$ cat config.mk
export PLATFORM = sky130hd
export DESIGN_NAME = vm2002_change_dispenser
export DESIGN_NICKNAME = d
export VERILOG_FILES = /design/src/rtl/vm2002_common_pkg.sv /design/src/rtl/vm2002_coin_tube.sv /design/src/rtl/vm2002_change_dispenser.sv
export SDC_FILE = /design/constraint.sdc
export NUM_CORES = 1
export LEC_CHECK = 0
export BUFFER_PORTS_ARGS = -buffer_cell sky130_fd_sc_hd__buf_2
export CAP_MARGIN = 20
export CELL_PAD_IN_SITES_DETAIL_PLACEMENT = 1
export CELL_PAD_IN_SITES_GLOBAL_PLACEMENT = 2
export CORE_MARGIN = 1
export CORE_UTILIZATION = 38
export DETAILED_ROUTE_END_ITERATION = 12
export PLACE_DENSITY = 0.94
export SLEW_MARGIN = 20
export SYNTH_ARGS = -nofsm -noshare
export SYNTH_HDL_FRONTEND = slang
export SYNTH_SLANG_ARGS = --single-unit
$ cat constraint.sdc
create_clock -name clk -period 6.7 [get_ports clk]
set_clock_uncertainty 0.1 [all_clocks]
set_input_delay 0.335 -clock clk [delete_from_list [all_inputs] [get_ports clk]]
set_output_delay 0.335 -clock clk [all_outputs]
set_load 0.05 [all_outputs]
$ cat src/rtl/vm2002_common_pkg.sv
// Shared vm2002 types: change-coin encoding, coin values and the change-dispenser state.
package vm2002_common_pkg;

  typedef enum logic [1:0] {
    COIN_NONE    = 2'b00,
    COIN_NICKEL  = 2'b01,
    COIN_DIME    = 2'b10,
    COIN_QUARTER = 2'b11
  } change_coin_t;

  localparam logic [15:0] NICKEL_CENTS  = 16'd5;
  localparam logic [15:0] DIME_CENTS    = 16'd10;
  localparam logic [15:0] QUARTER_CENTS = 16'd25;

  typedef enum logic [2:0] {
    CHG_IDLE,
    CHG_SELECT,
    CHG_EJECT,
    CHG_DONE,
    CHG_FAULT
  } chg_state_t;

  function automatic logic [15:0] coin_cents(input change_coin_t c);
    case (c)
      COIN_NICKEL:  coin_cents = NICKEL_CENTS;
      COIN_DIME:    coin_cents = DIME_CENTS;
      COIN_QUARTER: coin_cents = QUARTER_CENTS;
      default:      coin_cents = 16'd0;
    endcase
  endfunction

endpackage

$ cat src/rtl/vm2002_coin_tube.sv
// One coin-tube inventory counter: adds restocks, removes one coin per eject,
// and saturates at the all-ones count.
module vm2002_coin_tube #(
  parameter int TUBE_W = 8
) (
  input  logic              i_clk,
  input  logic              i_rst,
  input  logic              i_load,
  input  logic [TUBE_W-1:0] i_load_count,
  input  logic              i_dec,
  output logic [TUBE_W-1:0] o_cnt
);

  logic [TUBE_W-1:0] r_cnt;
  logic [TUBE_W:0]   w_sum;
  logic [TUBE_W:0]   w_next;

  function automatic logic [TUBE_W-1:0] sat_cnt(input logic [TUBE_W:0] v);
    if (v[TUBE_W])
      sat_cnt = {TUBE_W{1'b1}};
    else
      sat_cnt = v[TUBE_W-1:0];
  endfunction

  // The extra bit holds cnt + load before the decrement, so load and eject on
  // the same cycle saturate as sat(cnt + load - 1).
  always_comb begin
    w_sum  = {1'b0, r_cnt} + (i_load ? {1'b0, i_load_count} : '0);
    w_next = w_sum;
    if (i_dec && (w_sum != '0))
      w_next = w_sum - (TUBE_W + 1)'(1);
  end

  always_ff @(posedge i_clk or posedge i_rst) begin
    if (i_rst)
      r_cnt <= '0;
    else
      r_cnt <= sat_cnt(w_next);
  end

  assign o_cnt = r_cnt;

endmodule

$ cat src/rtl/vm2002_change_dispenser.sv
// vm2002 change-return controller: greedy Q/D/N hopper sequencing plus tube inventory.
// Optional hopper ack timeout and FAULT state: define VM2002_CHANGE_TIMEOUT_EN.
module vm2002_change_dispenser
  import vm2002_common_pkg::*;
#(
  parameter int TUBE_W      = 8,
  parameter int ACK_TIMEOUT = 64
) (
  input  logic              clk,
  input  logic              hrst,
  input  logic              start,
  input  logic [15:0]       amount,
  input  logic              load_valid,
  input  logic [1:0]        load_coin,
  input  logic [TUBE_W-1:0] load_count,
  input  logic              eject_ack,
  input  logic              clr_fault,
  output logic              busy,
  output logic              eject_valid,
  output logic [1:0]        eject_coin,
  output logic              done,
  output logic              short_change,
  output logic [15:0]       residual,
  output logic              fault,
  output logic [TUBE_W-1:0] nickel_cnt,
  output logic [TUBE_W-1:0] dime_cnt,
  output logic [TUBE_W-1:0] quarter_cnt
);

  chg_state_t   r_state;
  chg_state_t   w_state_nxt;
  change_coin_t r_coin;
  change_coin_t w_sel_coin;
  logic [15:0]  r_remaining;
  logic [15:0]  r_residual;
  logic         r_short;
  logic         w_ack;
  logic         w_timeout;
  logic         w_dec_n, w_dec_d, w_dec_q;
  logic         w_ld_n, w_ld_d, w_ld_q;

  assign w_ack   = (r_state == CHG_EJECT) && eject_ack;
  assign w_dec_n = w_ack && (r_coin == COIN_NICKEL);
  assign w_dec_d = w_ack && (r_coin == COIN_DIME);
  assign w_dec_q = w_ack && (r_coin == COIN_QUARTER);
  assign w_ld_n  = load_valid && (load_coin == COIN_NICKEL);
  assign w_ld_d  = load_valid && (load_coin == COIN_DIME);
  assign w_ld_q  = load_valid && (load_coin == COIN_QUARTER);

  vm2002_coin_tube #(.TUBE_W(TUBE_W)) u_tube_nickel (
    .i_clk(clk), .i_rst(hrst), .i_load(w_ld_n), .i_load_count(load_count),
    .i_dec(w_dec_n), .o_cnt(nickel_cnt)
  );

  vm2002_coin_tube #(.TUBE_W(TUBE_W)) u_tube_dime (
    .i_clk(clk), .i_rst(hrst), .i_load(w_ld_d), .i_load_count(load_count),
    .i_dec(w_dec_d), .o_cnt(dime_cnt)
  );

  vm2002_coin_tube #(.TUBE_W(TUBE_W)) u_tube_quarter (
    .i_clk(clk), .i_rst(hrst), .i_load(w_ld_q), .i_load_count(load_count),
    .i_dec(w_dec_q), .o_cnt(quarter_cnt)
  );

  // Greedy choice against live tube counts, so a restock mid-refund counts on the next coin.
  always_comb begin
    w_sel_coin = COIN_NONE;
    if ((r_remaining >= QUARTER_CENTS) && (quarter_cnt != '0))
      w_sel_coin = COIN_QUARTER;
    else if ((r_remaining >= DIME_CENTS) && (dime_cnt != '0))
      w_sel_coin = COIN_DIME;
    else if ((r_remaining >= NICKEL_CENTS) && (nickel_cnt != '0))
      w_sel_coin = COIN_NICKEL;
  end

`ifdef VM2002_CHANGE_TIMEOUT_EN
  localparam int TMR_W = (ACK_TIMEOUT > 1) ? $clog2(ACK_TIMEOUT) : 1;

  logic [TMR_W-1:0] r_timer;
  logic             r_flt_done;

  assign w_timeout = (r_state == CHG_EJECT) && !eject_ack && (r_timer == '0);

  // Loaded while in SELECT so EJECT starts with ACK_TIMEOUT-1 and faults after ACK_TIMEOUT cycles.
  always_ff @(posedge clk or posedge hrst) begin
    if (hrst) begin
      r_timer    <= '0;
      r_flt_done <= 1'b0;
    end else begin
      r_flt_done <= w_timeout;
      if (r_state == CHG_SELECT)
        r_timer <= TMR_W'(ACK_TIMEOUT - 1);
      else if ((r_state == CHG_EJECT) && (r_timer != '0))
        r_timer <= r_timer - TMR_W'(1);
    end
  end

  assign fault = (r_state == CHG_FAULT);
  assign done  = (r_state == CHG_DONE) || r_flt_done;
`else
  logic w_unused;

  assign w_timeout = 1'b0;
  assign fault     = 1'b0;
  assign done      = (r_state == CHG_DONE);
  assign w_unused  = clr_fault ^ (ACK_TIMEOUT == 0);
`endif

  always_comb begin
    w_state_nxt = r_state;
    case (r_state)
      CHG_IDLE:   if (start) w_state_nxt = CHG_SELECT;
      CHG_SELECT: w_state_nxt = (w_sel_coin == COIN_NONE) ? CHG_DONE : CHG_EJECT;
      CHG_EJECT: begin
        if (eject_ack)
          w_state_nxt = CHG_SELECT;
        else if (w_timeout)
          w_state_nxt = CHG_FAULT;
      end
      CHG_DONE:   w_state_nxt = CHG_IDLE;
`ifdef VM2002_CHANGE_TIMEOUT_EN
      CHG_FAULT:  if (clr_fault) w_state_nxt = CHG_IDLE;
`endif
      default:    w_state_nxt = CHG_IDLE;
    endcase
  end

  always_ff @(posedge clk or posedge hrst) begin
    if (hrst)
      r_state <= CHG_IDLE;
    else
      r_state <= w_state_nxt;
  end

  always_ff @(posedge clk or posedge hrst) begin
    if (hrst) begin
      r_coin      <= COIN_NONE;
      r_remaining <= '0;
      r_residual  <= '0;
      r_short     <= 1'b0;
    end else begin
      case (r_state)
        CHG_IDLE: begin
          if (start) begin
            r_remaining <= amount;
            r_residual  <= '0;
            r_short     <= 1'b0;
          end
        end
        CHG_SELECT: begin
          r_coin <= w_sel_coin;
          if (w_sel_coin == COIN_NONE) begin
            r_residual <= r_remaining;
            r_short    <= (r_remaining != '0);
          end
        end
        CHG_EJECT: begin
          if (eject_ack) begin
            r_remaining <= r_remaining - coin_cents(r_coin);
          end else if (w_timeout) begin
            r_residual <= r_remaining;
            r_short    <= 1'b1;
          end
        end
        default: ;
      endcase
    end
  end

  assign busy         = (r_state != CHG_IDLE);
  assign eject_valid  = (r_state == CHG_EJECT);
  assign eject_coin   = r_coin;
  assign residual     = r_residual;
  assign short_change = r_short;

endmodule

# ---- Yosys cells after proc, flatten, opt, wreduce, memory -nomap -nowiden
# Index checks and enable logic that the tools add are counted.
dict set report word_totals {
  input_bits 32
  reg_bits 62
}
dict set report classes {
  eq_ne 12
  muxes 28
  reduce_logical 28
  n_lt_le_gt_ge 3
  n_addsub 7
}
# operator n
set op_table {}
lappend op_table {{two-way mux 16 bit} 6}
lappend op_table {{one-hot mux 16 bit (2 select lines)} 2}
lappend op_table {{two-way mux 8 bit} 6}
lappend op_table {{adder 8 x 9 -> 9 bit} 3}
lappend op_table {{two-way mux 9 bit} 3}
lappend op_table {{nonzero test 9 bit} 3}
lappend op_table {{subtractor 9 x 1 -> 9 bit (second input constant)} 3}
lappend op_table {{nonzero test 8 bit} 3}
lappend op_table {{greater-or-equal comparator 16 x 3 -> 1 bit (second input constant)} 1}
lappend op_table {{greater-or-equal comparator 16 x 4 -> 1 bit (second input constant)} 1}
lappend op_table {{greater-or-equal comparator 16 x 5 -> 1 bit (second input constant)} 1}
lappend op_table {{nonzero test 16 bit} 1}
lappend op_table {{subtractor 16 bit} 1}
lappend op_table {{one-hot mux 5 bit (3 select lines)} 1}
lappend op_table {{logical AND 1 bit} 13}
lappend op_table {{one-hot mux 3 bit (3 select lines)} 1}
lappend op_table {{== test 2 bit (second input constant)} 4}
lappend op_table {{== test 3 x 2 -> 1 bit (second input constant)} 2}
lappend op_table {{two-way mux 3 bit} 2}
lappend op_table {{!= test 2 bit (second input constant)} 3}
lappend op_table {{AND reduction 3 bit} 2}
lappend op_table {{== test 2 x 1 -> 1 bit (second input constant)} 2}
lappend op_table {{two-way mux 1 bit} 4}
lappend op_table {{two-way mux 2 bit} 2}
lappend op_table {{7 further kinds} 8}

# ---- Longest topological paths before layout
dict set report depth {
  word_depth 8
  depth_mapped 14
}

# ---- By module
# A second synthesis with hierarchy kept.
dict set report unflattened {
  hier_cells 611
  hier_area_um2 5210.0
}
# module instances cells_per_inst area_each_um2 seq_area_each_um2
set by_module_without_submodules {}
lappend by_module_without_submodules {vm2002_coin_tube 3 113 938.4 200.2}
lappend by_module_without_submodules {vm2002_change_dispenser 1 272 2394.8 925.9}

# ---- Worst setup path after synthesis
# Ideal clock, no wire load.
dict set report synth_path {
  kind {input -> register}
  startpoint {input port load_coin[0]}
  endpoint {register u_tube_nickel.r_cnt[5], in the netlist u_tube_nickel.o_cnt[5]}
  t_required_ns 6.452
  path_buffers 0
  t_arrival_ns 3.097
  setup_ns 0.148
  path_slack_ns 3.355
  path_stages 13
  cell_sequence {nand2_1 -> nor2_1 -> and2_1 -> ha_1 -> inv_1 -> fa_1 -> and2b_2 -> o22a_2 -> mux2_2 -> a21o_1 -> nor4b_4 -> mux2i_2 -> o211ai_1}
}
dict set report synth_via {
  elab_chain_len 8
  elab_cells_between_ends 9
  cone_classes {2 x add/sub; 1 x eq/ne; 3 x mux; 3 x reduce/logical}
}
# item line
set synth_lines {}
lappend synth_lines {{start, declared} vm2002_change_dispenser.sv:14} ;# input logic [1:0] load_coin,
lappend synth_lines {{== test 2 x 1 -> 1 bit (*)} vm2002_change_dispenser.sv:46} ;# assign w_ld_n = load_valid && (load_coin == COIN_NICKEL);
lappend synth_lines {{logical AND 1 bit (*)} vm2002_change_dispenser.sv:46}
lappend synth_lines {{two-way mux 8 bit (*)} vm2002_coin_tube.sv:28} ;# w_sum = {1'b0, r_cnt} + (i_load ? {1'b0, i_load_count} : '0);
lappend synth_lines {{adder 8 x 9 -> 9 bit (*)} vm2002_coin_tube.sv:28}
lappend synth_lines {{branches (longest 2 deep; another with subtractor 9 x 1 -> 9 bit)} --}
lappend synth_lines {{two-way mux 9 bit (*)} vm2002_coin_tube.sv:30} ;# if (i_dec && (w_sum != '0))
lappend synth_lines {{two-way mux 8 bit (*)} vm2002_coin_tube.sv:19} ;# if (v[TUBE_W])
lappend synth_lines {{end signal, assigned} vm2002_coin_tube.sv:38} ;# r_cnt <= sat_cnt(w_next);
lappend synth_lines {{end, declared} vm2002_coin_tube.sv:14} ;# logic [TUBE_W-1:0] r_cnt;
# Mark *: on every way between the ends.
# A chain may end at the register's enable or synchronous reset.

# ---- Final worst setup path
# Ends and elaborated chain as after synthesis.

==> metrics.csv <==
stage;metric;value;unit
logic_synthesis;synth.avg_cell_area;8.68;sq um
logic_synthesis;synth_top_cell_area_share;0.307;
placement;placed_cell_area;5470;sq um
finish;drive_above_1_share;0.193;
worst_setup_path;cp-end-kind;flop;
power;power.leakage;0.00266;uW
worst_setup_path;worstPathRequired;6.79;ns
cts;cts_setup_buffers;0;
global_route;grt_start_max_net_pins;62;
finish;area_delta_synth_final;16.0;%
timing;worst_pin_slew;0.832;ns
finish;fin_area;5770;sq um
timing;maxSlewViolCount;0;
logic_synthesis;async_flop_share;1.00;
worst_setup_path;cp_slowest_cell;mux2i_2;
die;die_w;116;microns
die;initial_core_util;0.393;
logic_synthesis;synth_cell_type_count;84;
cts;tritoncts;yes;
worst_setup_path;critPathBufInv;2;
cts;cts_buffers;9;
worst_setup_path;reg2reg_slack;3.32;ns
die;core;12700;sq um
drt;dr.pass1.iters;4;
power;p_per_area;440;nW/um^2
die;io_pins;79;
worst_setup_path;worst_ep_arrival_time;3.74;ns
worst_setup_path;crit_path_cell_trace;buf_2 -> nand2_1 -> nor2_1 -> and2_1 -> ha_1 -> inv_1 -> fa_1 -> and2b_2 -> o22a_2 -> mux2_2 -> a21o_1 -> nor4b_4 -> mux2i_2 -> o211ai_1;
placement;numPortBuffers;76;
timing;finalSetupTns;0;ns
die;die-area;13600;sq um
global_route;track_usage;0.234;
logic_synthesis;synth-edff-count;0;
cts;cts_sinks;61;
placement;dp_hpwl;11300;microns
die;row_count;41;
drt;via_count;4716;
logic_synthesis;synth_ff_type;dfrtp_1;
worst_setup_path;crit_path_max_fanout;8;
timing;rsz0062_at_grt;false;
placement;post-place-ws;2.66;ns
global_route;grt_pass1_wl;24500;microns
logic_synthesis;synth.area.top_cells;dfrtp_1, ha_1, o21ai_0;
global_route;first_global_vias;4885;
cts;hold_buffers;0;
die;chipHeight;116;microns
logic_synthesis;synthCells;573;
finish;layout_commonest_cell;buf_2;
power;seq_power_share;0.255;
cts;root_buffer;clkbuf_16;
logic_synthesis;yosys.area.top_type;dfrtp_1;
cts;cts_resized;0;
timing;finalHoldViolations;0;
worst_setup_path;cp-start-kind;primary input;
logic_synthesis;syn-cell-area;4980;sq um
timing;finalCritPeriodShare;0.545;
power;peakVddDrop;205;uV
global_route;antenna_found_initial;0;
logic_synthesis;yosysSeqAreaShare;0.307;
finish;antenna-diode-count;0;
run_status;outcome;completed;
drt;antenna_left;0;
cts;cts_max_level;3;
finish;nFillCells;1554;
global_route;gr-total-overflow;0;
timing;finalCriticalPeriod;3.65;ns
timing;worst_slack;3.05;ns
cts;clk_path_buf_depth;2;
power;pwr-share-clk;0.191;
drt;viasPerCell;5.76;
flow_run;drv_cap;0;
finish;nNetsFinal;713;
power;internal-power;1260;uW
worst_setup_path;setup.worst_path.class;in -> reg;
power;combPwrFrac;0.554;
cts;clkLatencyLatePin;0.34;ns
timing;slew_headroom;0.445;
timing;setup_viol;0;
worst_setup_path;cp_top_family;simple AND/OR/NAND/NOR gates;
drt;wl;14800;microns
drt;drc_errors;0;
finish;register_area;1530;sq um
drt;drtIter0Drc;154;
drt;routedWlPerCell;18.1;microns
logic_synthesis;ys.warnings.count;0;
placement;gp_congestion;0.856;
timing;clock.fmax;274;MHz
worst_setup_path;max_stage_delay;0.47;ns
logic_synthesis;ys_ff_latch;61;
finish;multi_input_area;3190;sq um
power;sw_frac_of_total;0.504;
cts;clk_pin_slew;0.06;ns
hold_path;hold_class;in -> async;
power;p_sw;1280;uW
finish;layout_common_cells;buf_2, dfrtp_1, o21ai_0;
logic_synthesis;syn-num-nets;644;
-- cells in the mapped netlist, types with 3 or more instances --
cell,count
a2bb2oi_1,4
nor4_1,11
nor2_1,38
ha_1,35
and2_1,23
a21oi_1,21
a31oi_1,5
nand2_1,36
a21boi_0,4
o2bb2ai_1,3
nand3_1,37
nand2b_1,10
o21a_1,3
a211oi_1,7
inv_1,35
or4_1,8
or3_1,6
xor2_1,7
dfrtp_1,61
o221ai_1,4
mux2i_1,6
fa_1,4
mux2_2,5
xnor2_1,9
nand4_1,7
and3_1,7
nand3b_1,6
nor3_1,12
a22o_1,3
clkbuf_1,14
or2_2,7
nor2b_1,8
and4_1,4
a21o_1,9
o211ai_1,5
o21ai_0,40
a311o_1,3
-- metrics by stage --
step	hold slack, ns	utilization	instances	power, uW
2_1_floorplan	0.335	-	573	1710
3_3_place_gp	0.377	0.432	803	1980
3_5_place_dp	0.387	0.432	803	2050
4_1_cts	0.147	0.456	819	2550
5_1_grt	0.167	0.456	819	2720
6_report	0.132	0.456	819	2540
-- final cells by class --
type | count | area share
multi-input cells | 455 | 0.553
flip-flops and latches | 61 | 0.264
repair buffers | 79 | 0.0698
clock buffers | 11 | 0.0420
well taps | 172 | 0.0373
inverters | 36 | 0.0234
clock inverters | 5 | 0.0104
-- flip-flops by register name, indices dropped and copies added, names as in the netlist --
name                  count
eject_coin                2
r_remaining              16
r_state                   2
residual                 16
short_change              1
u_tube_dime.o_cnt         8
u_tube_nickel.o_cnt       8
u_tube_quarter.o_cnt      8
-- cell families after synthesis --
family          count (synthesis)  share of synthesized area
xor+xnor                       16                     0.0282
fa+ha+maj                      39                      0.104
simple gates                  233                      0.259
buf+inv                        57                     0.0523
other cells                     1                   0.000754
mux                            12                     0.0261
flops                          61                      0.307
compound gates                154                      0.223
-- per-layer routing --
layer,wire length (microns),up-vias,global-route usage,part of all wire
met5,0,-,0,0
met3,408,17,0.0327,0.027
met1,6790,2354,0.294,0.46
met4,252,0,0.0795,0.017
li1,-,2265,-,-
met2,7400,80,0.412,0.50
-- path summary, 6_finish.rpt --
kind,startpoint,endpoint,cells after the start
hold / removal,hrst,u_tube_quarter.o_cnt[2],3
min in group clk,eject_ack,r_state[1],2
setup reg to reg,u_tube_nickel.o_cnt[0],u_tube_nickel.o_cnt[5],10
max in group asynchronous,hrst,u_tube_nickel.o_cnt[7],3
setup / recovery,load_coin[0],u_tube_nickel.o_cnt[5],14
hold reg to reg,residual[10],residual[10],2
-- worst reg2reg max path, cell delays in order, from the launching register on --
cell and delay [ns]:
dfrtp_1 0.41, ha_1 0.22, inv_1 0.07, fa_1 0.39, and2b_2 0.27, o22a_2 0.18, mux2_2 0.38, a21o_1 0.26
nor4b_4 0.33, mux2i_2 0.48, o211ai_1 0.16
-- power by group through the flow --
stage / Sequential [uW] / Combinational (uW) / Clock, uW
6_report: 648 / 1410 / 484
3_3_place_gp: 643 / 1340 / 0
5_1_grt: 669 / 1550 / 507
4_1_cts: 648 / 1410 / 492
3_5_place_dp: 651 / 1400 / 0
2_1_floorplan: 839 / 875 / 0
Power figures use the tool's default switching activity.
